<file path="config.mk">
export PLATFORM = sky130hd
export DESIGN_NAME = rst_seq_ctrl_flat
export DESIGN_NICKNAME = d
export VERILOG_FILES = /design/src/rtl/rst_seq_ctrl_pkg.sv /design/src/rtl/rst_seq_ctrl_if.sv /design/src/rtl/rst_seq_ctrl_timer.sv /design/src/rtl/rst_seq_ctrl.sv /design/src/flat_wrapper.sv
export SDC_FILE = /design/constraint.sdc
export NUM_CORES = 1
export LEC_CHECK = 0
export CAP_MARGIN = 5
export CORE_MARGIN = 2
export CORE_UTILIZATION = 39
export DETAILED_ROUTE_END_ITERATION = 8
export GPL_ROUTABILITY_DRIVEN = 0
export PLACE_DENSITY_LB_ADDON = 0.12
export SYNTH_ARGS = -nofsm -noshare
export SYNTH_HDL_FRONTEND = slang
export SYNTH_HIERARCHICAL = 1
export SYNTH_SLANG_ARGS = --single-unit
</file>
<file path="constraint.sdc">
create_clock -name i_local_clk -period 3.8 [get_ports i_local_clk]
set_input_delay 1.14 -clock i_local_clk [delete_from_list [all_inputs] [get_ports i_local_clk]]
set_output_delay 1.14 -clock i_local_clk [all_outputs]
set_load 0.03 [all_outputs]
</file>
<file path="src/rtl/rst_seq_ctrl_pkg.sv">
// Shared types and default constants for the staged reset sequencer.
package rst_seq_ctrl_pkg;

   localparam int unsigned STATE_W      = 3;
   localparam int unsigned DEF_HOLD_CYC = 32'h0000_0100;
   localparam int unsigned DEF_TMO_CYC  = 32'h0000_FFFF;

   typedef enum logic [STATE_W-1:0] {
      ST_ASSERT   = 3'd0,
      ST_WAIT_ACK = 3'd1,
      ST_GAP      = 3'd2,
      ST_DONE     = 3'd3,
      ST_ERR      = 3'd4
   } state_e;

endpackage

</file>
<file path="src/rtl/rst_seq_ctrl_if.sv">
// Control/status bundle between the reset sequencer and its environment.
interface rst_seq_ctrl_if #(
   parameter int unsigned N_STAGE = 4
);
   localparam int unsigned STG_W = $clog2(N_STAGE);

   logic               i_soft_rst_req;
   logic [N_STAGE-1:0] i_stage_ack;
   logic [N_STAGE-1:0] o_stage_rst_n;
   logic               o_seq_busy;
   logic               o_seq_done;
   logic               o_tmo_err;
   logic [STG_W-1:0]   o_tmo_stage;

   // Environment side: issues soft requests and returns domain acks.
   modport master (
      output i_soft_rst_req, i_stage_ack,
      input  o_stage_rst_n, o_seq_busy, o_seq_done, o_tmo_err, o_tmo_stage
   );

   // Sequencer side.
   modport slave (
      input  i_soft_rst_req, i_stage_ack,
      output o_stage_rst_n, o_seq_busy, o_seq_done, o_tmo_err, o_tmo_stage
   );
endinterface

</file>
<file path="src/rtl/rst_seq_ctrl_timer.sv">
// Shared hold/timeout counter: clear, enable, and exact compare to a terminal value.
module rst_seq_ctrl_timer #(
   parameter int unsigned CNT_W = 16
) (
   input  logic             i_clk,
   input  logic             i_rst,
   input  logic             i_clr,
   input  logic             i_en,
   input  logic [CNT_W-1:0] i_term,
   output logic             o_hit
);

   logic [CNT_W-1:0] r_cnt;

   // Count register; clear has priority over enable, never wraps under FSM control.
   always_ff @(posedge i_clk or posedge i_rst) begin
      if (i_rst) begin
         r_cnt <= '0;
      end else if (i_clr) begin
         r_cnt <= '0;
      end else if (i_en) begin
         r_cnt <= r_cnt + 1'b1;
      end
   end

   assign o_hit = (r_cnt == i_term);

endmodule

</file>
<file path="src/rtl/rst_seq_ctrl.sv">
// Staged reset sequencer: releases N_STAGE reset domains one at a time, each gated on the
// previous domain's ack, with hold gaps, ack timeout and soft-reset restart.
module rst_seq_ctrl
   import rst_seq_ctrl_pkg::*;
#(
   parameter int unsigned      N_STAGE  = 4,
   parameter int unsigned      CNT_W    = 16,
   parameter logic [CNT_W-1:0] HOLD_CYC = CNT_W'(DEF_HOLD_CYC),
   parameter logic [CNT_W-1:0] TMO_CYC  = CNT_W'(DEF_TMO_CYC)
) (
   input logic           i_local_clk,
   input logic           i_rst,
   rst_seq_ctrl_if.slave if_seq
);

   localparam int unsigned      STG_W     = $clog2(N_STAGE);
   localparam logic [CNT_W-1:0] HOLD_TERM = HOLD_CYC - 1'b1;
   localparam logic [CNT_W-1:0] TMO_TERM  = TMO_CYC - 1'b1;
   localparam logic [STG_W-1:0] LAST_STG  = STG_W'(N_STAGE - 1);

   state_e             r_state, w_state_d;
   logic [STG_W-1:0]   r_stg, w_stg_d, w_stg_inc;
   logic [N_STAGE-1:0] r_rst_n, w_rst_n_d;
   logic               r_busy, w_busy_d;
   logic               r_done, w_done_d;
   logic               r_err, w_err_d;
   logic [STG_W-1:0]   r_tmo_stage, w_tmo_stage_d;
   logic               w_tmr_clr, w_tmr_en, w_tmr_hit;
   logic [CNT_W-1:0]   w_tmr_term;

   // Only the ack wait uses the long timeout; assert and gap share the hold length.
   assign w_tmr_term = (r_state == ST_WAIT_ACK) ? TMO_TERM : HOLD_TERM;
   assign w_stg_inc  = r_stg + STG_W'(1);

   rst_seq_ctrl_timer #(
      .CNT_W (CNT_W)
   ) u_timer (
      .i_clk  (i_local_clk),
      .i_rst  (i_rst),
      .i_clr  (w_tmr_clr),
      .i_en   (w_tmr_en),
      .i_term (w_tmr_term),
      .o_hit  (w_tmr_hit)
   );

   // State, stage index and all registered outputs.
   always_ff @(posedge i_local_clk or posedge i_rst) begin
      if (i_rst) begin
         r_state     <= ST_ASSERT;
         r_stg       <= '0;
         r_rst_n     <= '0;
         r_busy      <= 1'b1;
         r_done      <= 1'b0;
         r_err       <= 1'b0;
         r_tmo_stage <= '0;
      end else begin
         r_state     <= w_state_d;
         r_stg       <= w_stg_d;
         r_rst_n     <= w_rst_n_d;
         r_busy      <= w_busy_d;
         r_done      <= w_done_d;
         r_err       <= w_err_d;
         r_tmo_stage <= w_tmo_stage_d;
      end
   end

   // Next-state and next-output logic; soft request overrides ack and timeout.
   always_comb begin
      w_state_d     = r_state;
      w_stg_d       = r_stg;
      w_rst_n_d     = r_rst_n;
      w_busy_d      = r_busy;
      w_done_d      = r_done;
      w_err_d       = r_err;
      w_tmo_stage_d = r_tmo_stage;
      w_tmr_clr     = 1'b0;
      w_tmr_en      = 1'b0;

      if (if_seq.i_soft_rst_req) begin
         w_state_d     = ST_ASSERT;
         w_stg_d       = '0;
         w_rst_n_d     = '0;
         w_busy_d      = 1'b1;
         w_done_d      = 1'b0;
         w_err_d       = 1'b0;
         w_tmo_stage_d = '0;
         w_tmr_clr     = 1'b1;
      end else begin
         case (r_state)
            ST_ASSERT: begin
               if (w_tmr_hit) begin
                  w_rst_n_d[0] = 1'b1;
                  w_stg_d      = '0;
                  w_tmr_clr    = 1'b1;
                  w_state_d    = ST_WAIT_ACK;
               end else begin
                  w_tmr_en = 1'b1;
               end
            end
            ST_WAIT_ACK: begin
               if (if_seq.i_stage_ack[r_stg]) begin
                  w_tmr_clr = 1'b1;
                  if (r_stg == LAST_STG) begin
                     w_state_d = ST_DONE;
                     w_done_d  = 1'b1;
                     w_busy_d  = 1'b0;
                  end else begin
                     w_state_d = ST_GAP;
                  end
               end else if (w_tmr_hit) begin
                  w_state_d     = ST_ERR;
                  w_err_d       = 1'b1;
                  w_tmo_stage_d = r_stg;
                  w_busy_d      = 1'b0;
                  w_rst_n_d     = '0;
               end else begin
                  w_tmr_en = 1'b1;
               end
            end
            ST_GAP: begin
               if (w_tmr_hit) begin
                  w_stg_d              = w_stg_inc;
                  w_rst_n_d[w_stg_inc] = 1'b1;
                  w_tmr_clr            = 1'b1;
                  w_state_d            = ST_WAIT_ACK;
               end else begin
                  w_tmr_en = 1'b1;
               end
            end
            default: ;  // ST_DONE and ST_ERR hold until soft request or i_rst
         endcase
      end
   end

   assign if_seq.o_stage_rst_n = r_rst_n;
   assign if_seq.o_seq_busy    = r_busy;
   assign if_seq.o_seq_done    = r_done;
   assign if_seq.o_tmo_err     = r_err;
   assign if_seq.o_tmo_stage   = r_tmo_stage;

endmodule

</file>
<file path="src/flat_wrapper.sv">
// flat-port wrapper written by rule: the top's interface ports become plain ports
module rst_seq_ctrl_flat import rst_seq_ctrl_pkg::*;
#(
   parameter int unsigned      N_STAGE  = 4,
   parameter int unsigned      CNT_W    = 16,
   parameter logic [CNT_W-1:0] HOLD_CYC = CNT_W'(DEF_HOLD_CYC),
   parameter logic [CNT_W-1:0] TMO_CYC  = CNT_W'(DEF_TMO_CYC)
)
  (i_local_clk, i_rst, if_seq_i_soft_rst_req, if_seq_i_stage_ack, if_seq_o_stage_rst_n, if_seq_o_seq_busy, if_seq_o_seq_done, if_seq_o_tmo_err, if_seq_o_tmo_stage);
  rst_seq_ctrl_if #(.N_STAGE(N_STAGE)) if_seq_i ();
  input logic i_local_clk;
  input logic i_rst;
  input wire logic [$bits(if_seq_i.i_soft_rst_req)-1:0] if_seq_i_soft_rst_req;
  input wire logic [$bits(if_seq_i.i_stage_ack)-1:0] if_seq_i_stage_ack;
  output wire logic [$bits(if_seq_i.o_stage_rst_n)-1:0] if_seq_o_stage_rst_n;
  output wire logic [$bits(if_seq_i.o_seq_busy)-1:0] if_seq_o_seq_busy;
  output wire logic [$bits(if_seq_i.o_seq_done)-1:0] if_seq_o_seq_done;
  output wire logic [$bits(if_seq_i.o_tmo_err)-1:0] if_seq_o_tmo_err;
  output wire logic [$bits(if_seq_i.o_tmo_stage)-1:0] if_seq_o_tmo_stage;
  assign if_seq_i.i_soft_rst_req = if_seq_i_soft_rst_req;
  assign if_seq_i.i_stage_ack = if_seq_i_stage_ack;
  assign if_seq_o_stage_rst_n = if_seq_i.o_stage_rst_n;
  assign if_seq_o_seq_busy = if_seq_i.o_seq_busy;
  assign if_seq_o_seq_done = if_seq_i.o_seq_done;
  assign if_seq_o_tmo_err = if_seq_i.o_tmo_err;
  assign if_seq_o_tmo_stage = if_seq_i.o_tmo_stage;
  rst_seq_ctrl #(.N_STAGE(N_STAGE), .CNT_W(CNT_W), .HOLD_CYC(HOLD_CYC), .TMO_CYC(TMO_CYC)) u_core (.i_local_clk(i_local_clk), .i_rst(i_rst), .if_seq(if_seq_i));
endmodule
</file>
== Word-level counts from Yosys, hierarchy flattened ==
Cells that the tools add are included.

* Word-level logic and storage cells: 95
* Bits of input ports: 7
* Register bits: 30

* Bitwise gates (word level): 1
* Order comparisons: 3
* Add/sub/neg operators: 2
* Reductions and logical operators: 20
* Muxes and demuxes: 48
* Equality and inequality tests: 12

{| class="wikitable"
|+ Operators by type and width
! cell !! count
|-
| 16-bit 2-to-1 mux || 3
|-
| 1-bit 2-to-1 mux || 22
|-
| 16-bit by 1-bit adder with 16-bit output (second input constant) || 1
|-
| 16-bit == test || 1
|-
| 4-bit 2-to-1 mux || 4
|-
| 3-bit != test (second input constant) || 5
|-
| 3-bit AND reduction || 5
|-
| 2-bit 2-to-1 mux || 7
|-
| 3-bit 2-to-1 mux || 4
|-
| 3-bit case mux with 2 select lines || 2
|-
| 3-bit nonzero test || 4
|-
| 2-bit nonzero test || 5
|-
| 2-bit by 3-bit < comparator with 1-bit output (second input constant) || 2
|-
| 5-bit AND reduction || 1
|-
| 4-bit != test (second input constant) || 1
|-
| 4-bit bitwise OR || 1
|-
| 1-bit case mux with 2 select lines || 2
|-
| 2-bit case mux with 2 select lines || 1
|-
| 4-bit AND reduction || 1
|-
| 4-bit nonzero test || 1
|-
| 3-bit by 1-bit == test with 1-bit output (second input constant) || 1
|-
| 3-bit by 2-bit == test with 1-bit output (second input constant) || 1
|-
| 3-bit logical NOT || 1
|-
| 3-bit by 1-bit != test with 1-bit output (second input constant) || 1
|-
| 9 further kinds || 9
|}

== Depth between registers and ports, before layout ==
* Word-level depth: 9
* Depth in mapped cells: 13
* Mapped depth without buffers: 11

== By module ==
Netlist, hierarchy kept.

{| class="wikitable"
|+ By module, submodules not included
! module !! instances !! area each (um2) !! cells each
|-
| rst_seq_ctrl_timer || 1 || 1033.5 || 104
|-
| rst_seq_ctrl || 1 || 780.7 || 75
|}

== Worst setup path after synthesis ==
No wires, ideal clock.

* Kind: register to register
* From: register u_core.r_state[1]
* To: register u_core.u_timer.r_cnt[14]
* Required time: 3.668 ns
* Slack: 0.104 ns
* Period minus slack after synthesis: 3.696 ns
* Cell stages (with the launch flop): 14
* Path buffers: 2
* Library setup time: 0.132 ns
* Data arrival time: 3.564 ns
* Cells stage by stage: dfrtp_1 > clkbuf_1 > nor3b_2 > inv_1 > xnor2_1 > nand4_1 > nor4_1 > nor3b_1 > a211o_2 > buf_2 > o211ai_2 > nor4_2 > xnor2_1 > nor2_1

* Elaborated cells on any way between the ends: 15

{| class="wikitable"
|+ RTL lines
! item !! line !! RTL
|-
| start, declared || rst_seq_ctrl.sv:21 || <nowiki>state_e r_state, w_state_d;</nowiki>
|-
| start signal, assigned || rst_seq_ctrl.sv:57 || <nowiki>r_state <= w_state_d;</nowiki>
|-
| 3-bit by 1-bit == test with 1-bit output (*) || rst_seq_ctrl.sv:32 || <nowiki>assign w_tmr_term = (r_state == ST_WAIT_ACK) ? TMO_TERM : HOLD_TERM;</nowiki>
|-
| 16-bit 2-to-1 mux (*) || rst_seq_ctrl.sv:32 ||
|-
| named net u_core.w_tmr_term[10] || rst_seq_ctrl.sv:29 || <nowiki>logic [CNT_W-1:0] w_tmr_term;</nowiki>
|-
| 16-bit == test (*) || rst_seq_ctrl_timer.sv:26 || <nowiki>assign o_hit = (r_cnt == i_term);</nowiki>
|-
| named net u_core.w_tmr_hit || rst_seq_ctrl.sv:28 || <nowiki>logic w_tmr_clr, w_tmr_en, w_tmr_hit;</nowiki>
|-
| 1-bit 2-to-1 mux (*) || rst_seq_ctrl.sv:91, rst_seq_ctrl.sv:121 ||
|-
| 1-bit case mux with 2 select lines (*) || rst_seq_ctrl.sv:89 || <nowiki>case (r_state)</nowiki>
|-
| 1-bit 2-to-1 mux (*) || rst_seq_ctrl.sv:79 || <nowiki>if (if_seq.i_soft_rst_req) begin</nowiki>
|-
| named net u_core.w_tmr_clr || rst_seq_ctrl.sv:28 ||
|-
| 16-bit 2-to-1 mux / 2-bit nonzero test (equally long branches) || n/a ||
|-
| end signal, assigned || rst_seq_ctrl_timer.sv:22 || <nowiki>r_cnt <= r_cnt + 1'b1;</nowiki>
|-
| end, declared || rst_seq_ctrl_timer.sv:13 || <nowiki>logic [CNT_W-1:0] r_cnt;</nowiki>
|}

The timed path passes the listed nets; every way through them passes the cells marked *.
A chain may end at the register's enable or synchronous reset.

== Worst setup path after layout ==
* From: register u_core.r_state[0]
* To: register u_core.u_timer.r_cnt[13]

Same word-level chain as after synthesis.

==> flow_summary.json <==
{
  "drt_iter0_markers": 89,
  "outcome": "finished, final reports clean",
  "synth_top_area_cell": "dfrtp_1",
  "placement.io_buffers": 15,
  "r2r-end": "u_core/u_timer/r_cnt[13]",
  "postCtsHoldBufs": 0,
  "synth_top_area_share_pct": 40.00,
  "clockBufferDepth": 2,
  "synthArstFlopShare_pct": 100.0,
  "avgSynthCellArea_sq_um": 10.14,
  "path_class": "reg -> reg",
  "p_leak_nw": 0.8592,
  "post-route-period-util_pct": 89.36,
  "reg2reg_slack_ps": 400,
  "ioPinCount": 16,
  "clock_sinks": 30,
  "netlist_area_sq_um": 1814,
  "synthTopCellsByArea": "dfrtp_1 40%, xnor2_1 12%, ha_1 4.1%",
  "nFillCells": 403,
  "insertion_delay_ps": 280,
  "gr-usage-met3_pct": 4.306,
  "synth-seq-cells": 30,
  "grt_max_degree": 17,
  "holdPathEnd": "u_core/if_seq.o_tmo_err",
  "r2r-start": "u_core/r_state[0]",
  "dp_hpwl_mm": 2.691,
  "hold_start": "u_core/if_seq.o_tmo_err",
  "dieArea_sq_um": 5214,
  "cp_data_arrival_time_ps": 3550,
  "hold_path.class": "reg -> reg",
  "hold_path_depth": 1,
  "synth_commonest_cells": "29 x dfrtp_1, 24 x xnor2_1, 18 x nor2_1, 11 x a21oi_1, 9 x inv_1",
  "synth_edf_count": 0,
  "grtUsageMet2_pct": 26.30,
  "place_inst": 249,
  "fmax_mhz": 294.5,
  "yosysWarnings": 6,
  "cts-buffers-inserted": 5,
  "final_max_slew_viol_count": 0,
  "grt_pass1_vias": 1373,
  "fin_skew_ps": 5.893,
  "post_drt_wl_per_cell_microns": 13.95,
  "maxCapViolations": 0,
  "p_sw_uw": 144.3,
  "ir_drop_mv": 0.1308,
  "netSwitchingFraction_pct": 22.84,
  "drt_pass1_iterations": 4,
  "busiest_layer": "met2",
  "grt_setup_unrepaired": "no",
  "critPathLaunch": "u_core/r_state[0]",
  "path_clk_slew_ps": 70,
  "core_sq_um": 4414,
  "cts_setup_buffers": 0,
  "power_frac_clock_pct": 41.3,
  "ant_nets": 0,
  "vias": 1308,
  "overflow": 0,
  "vias_per_cell": 5.089,
  "setup_violations": 0,
  "die_w_microns": 72.21,
  "rr_worst_depth": 12,
  "grtUsageTotal_pct": 15.43,
  "final_cells": 257,
  "synth.most_common_cell": "dfrtp_1",
  "setup.worst_path.start_class": "flip-flop",
  "htree_levels": 2,
  "grtUsageMet1_pct": 18.39,
  "grt_pass1_wl_mm": 6.223,
  "critPathMaxFanout": 12,
  "syn2layout_area_growth_pct": 18.41,
  "worstMarginPinSlew_ps": 662.0,
  "pwr-share-comb_pct": 7.0,
  "max_slew_margin_pct": 55.26,
  "synthFlopType": "dfrtp_1",
  "drive_above_1_share_pct": 14.63,
  "clock_tree.root_cell": "clkbuf_8",
  "cts_tree": "yes",
  "post_synth_num_cell_types": 43,
  "antenna_found_initial": 0,
  "drc": 0,
  "finalHoldViolCount": 0,
  "crit_path_end_kind": "flip-flop",
  "drt-total-wl_mm": 3.585,
  "fp.dieH_microns": 72.21,
  "n_antenna_cell": 0,
  "fin_crit_ps": 3396,
  "yosysSeqAreaShare_pct": 41.45,
  "fin_nets": 217,
  "finalSetupTns_ps": 0,
  "pwr-share-seq_pct": 51.7,
  "rows": 24,
  "p_int_uw": 487.7,
  "powerDensity_nw_per_um2": 294.2,
  "cp_data_required_time_ps": 3960,
  "ctsResizeCount": 0,
  "synth_cells": 179,
  "start_util_pct": 41.10
}
stage by stage:
step	area (sq um)	utilization, %	setup WS [ps]	hold slack (ps)	total power [mW]
floorplan	1837	-	103.8	549.4	0.3623
global placement	2057	46.60	228.4	490.1	0.3769
detailed placement	2057	46.60	180.1	517.1	0.3781
CTS	2148	48.67	428.9	532.0	0.6407
global route	2148	48.67	89.75	561.3	0.6603
finish	2148	48.67	404.4	524.5	0.6320
area by class of cell:
cell class	count	area, sq um	area share (%)
Multi-Input combinational cell	137	1011	47.06
Timing Repair Buffer	21	195.2	9.086
Tap cell	52	65.06	3.029
Inverter	9	33.78	1.573
Sequential cell	30	752.0	35.00
Clock buffer	7	86.33	4.019
Clock inverter	1	5.005	0.2330
cell families (layout without fill, tap and decap cells):
group	count (synthesis)	after routing	share of synthesized area, %
and+or+nand+nor	67	67	23.31
DFF	30	30	41.45
xor gates and xnor gates	28	28	13.52
AOI/OAI and AO/OA	23	23	9.172
buffers and inverters	18	38	4.069
adders and majority gates	6	6	4.138
muxes	6	6	4.138
other	1	7	0.2067
state kept, by name (all words and copies together) (netlist names):
signal	count
u_core/if_seq.o_seq_done	1
u_core/if_seq.o_tmo_err	1
u_core/u_timer/r_cnt	16
u_core/if_seq.o_seq_busy	1
u_core/r_stg	2
u_core/if_seq.o_tmo_stage	2
u_core/if_seq.o_stage_rst_n	4
u_core/r_state	3
how the worst max path moves through the flow:
stage                                    end  slack [ps]  cells past startpoint
global route        u_core/u_timer/r_cnt[15]          90                     12
detailed placement  u_core/u_timer/r_cnt[13]         180                      8
floorplan           u_core/u_timer/r_cnt[14]         100                     13
CTS                 u_core/u_timer/r_cnt[13]         430                     12
global placement    u_core/u_timer/r_cnt[13]         230                      8
finish              u_core/u_timer/r_cnt[13]         400                     12
cell usage in the layout (no fill, tap or decap), drive strengths merged:
cell           instances
dfrtp                 29
xnor2                 24
nor2                  19
clkdlybuf4s50         15
a21oi                 11
inv                    9
nor3                   8
nand4                  8
conb                   7
clkbuf                 7
nand3                  6
ha                     6
buf                    6
nand2b                 5
o21ai                  5
nand2                  5
xor2                   4
mux2i                  3
nor4                   3
nor3b                  3
nor4b                  2
or3                    2
nor2b                  2
mux2                   2
clkinv                 1
nor4bb                 1
mux4                   1
o21ba                  1
o221a                  1
a211oi                 1
a211o                  1
or2b                   1
a2111oi                1
nand4bb                1
dfstp                  1
o2111ai                1
o211ai                 1
and3                   1
critical path, cell delays in order, from the launching register on:
cell and delay (ps):
dfrtp_1 490, nor3b_2 210, buf_4 220, inv_1 130, xnor2_1 160, nand4_1 90, nor4_1 380, nor3b_1 450
a211o_2 330, o2111ai_4 200, nor2_2 210, nand3_1 110, mux2_2 280
power groups by stage:
stage,registers [mW],clock network (mW),logic [mW]
after floorplan,0.331,0,0.0311
after global placement,0.333,0,0.0442
after detailed placement,0.333,0,0.0454
after CTS,0.327,0.268,0.0456
after global routing,0.327,0.283,0.0498
final,0.327,0.261,0.0444
layer usage:
layer  routed length, microns  vias to the layer above
met5                        0                        -
met4                       44                        0
met3                      132                        5
met2                     1777                       22
met1                     1630                      625
li1                         -                      656
Power figures use the tool's default switching activity.
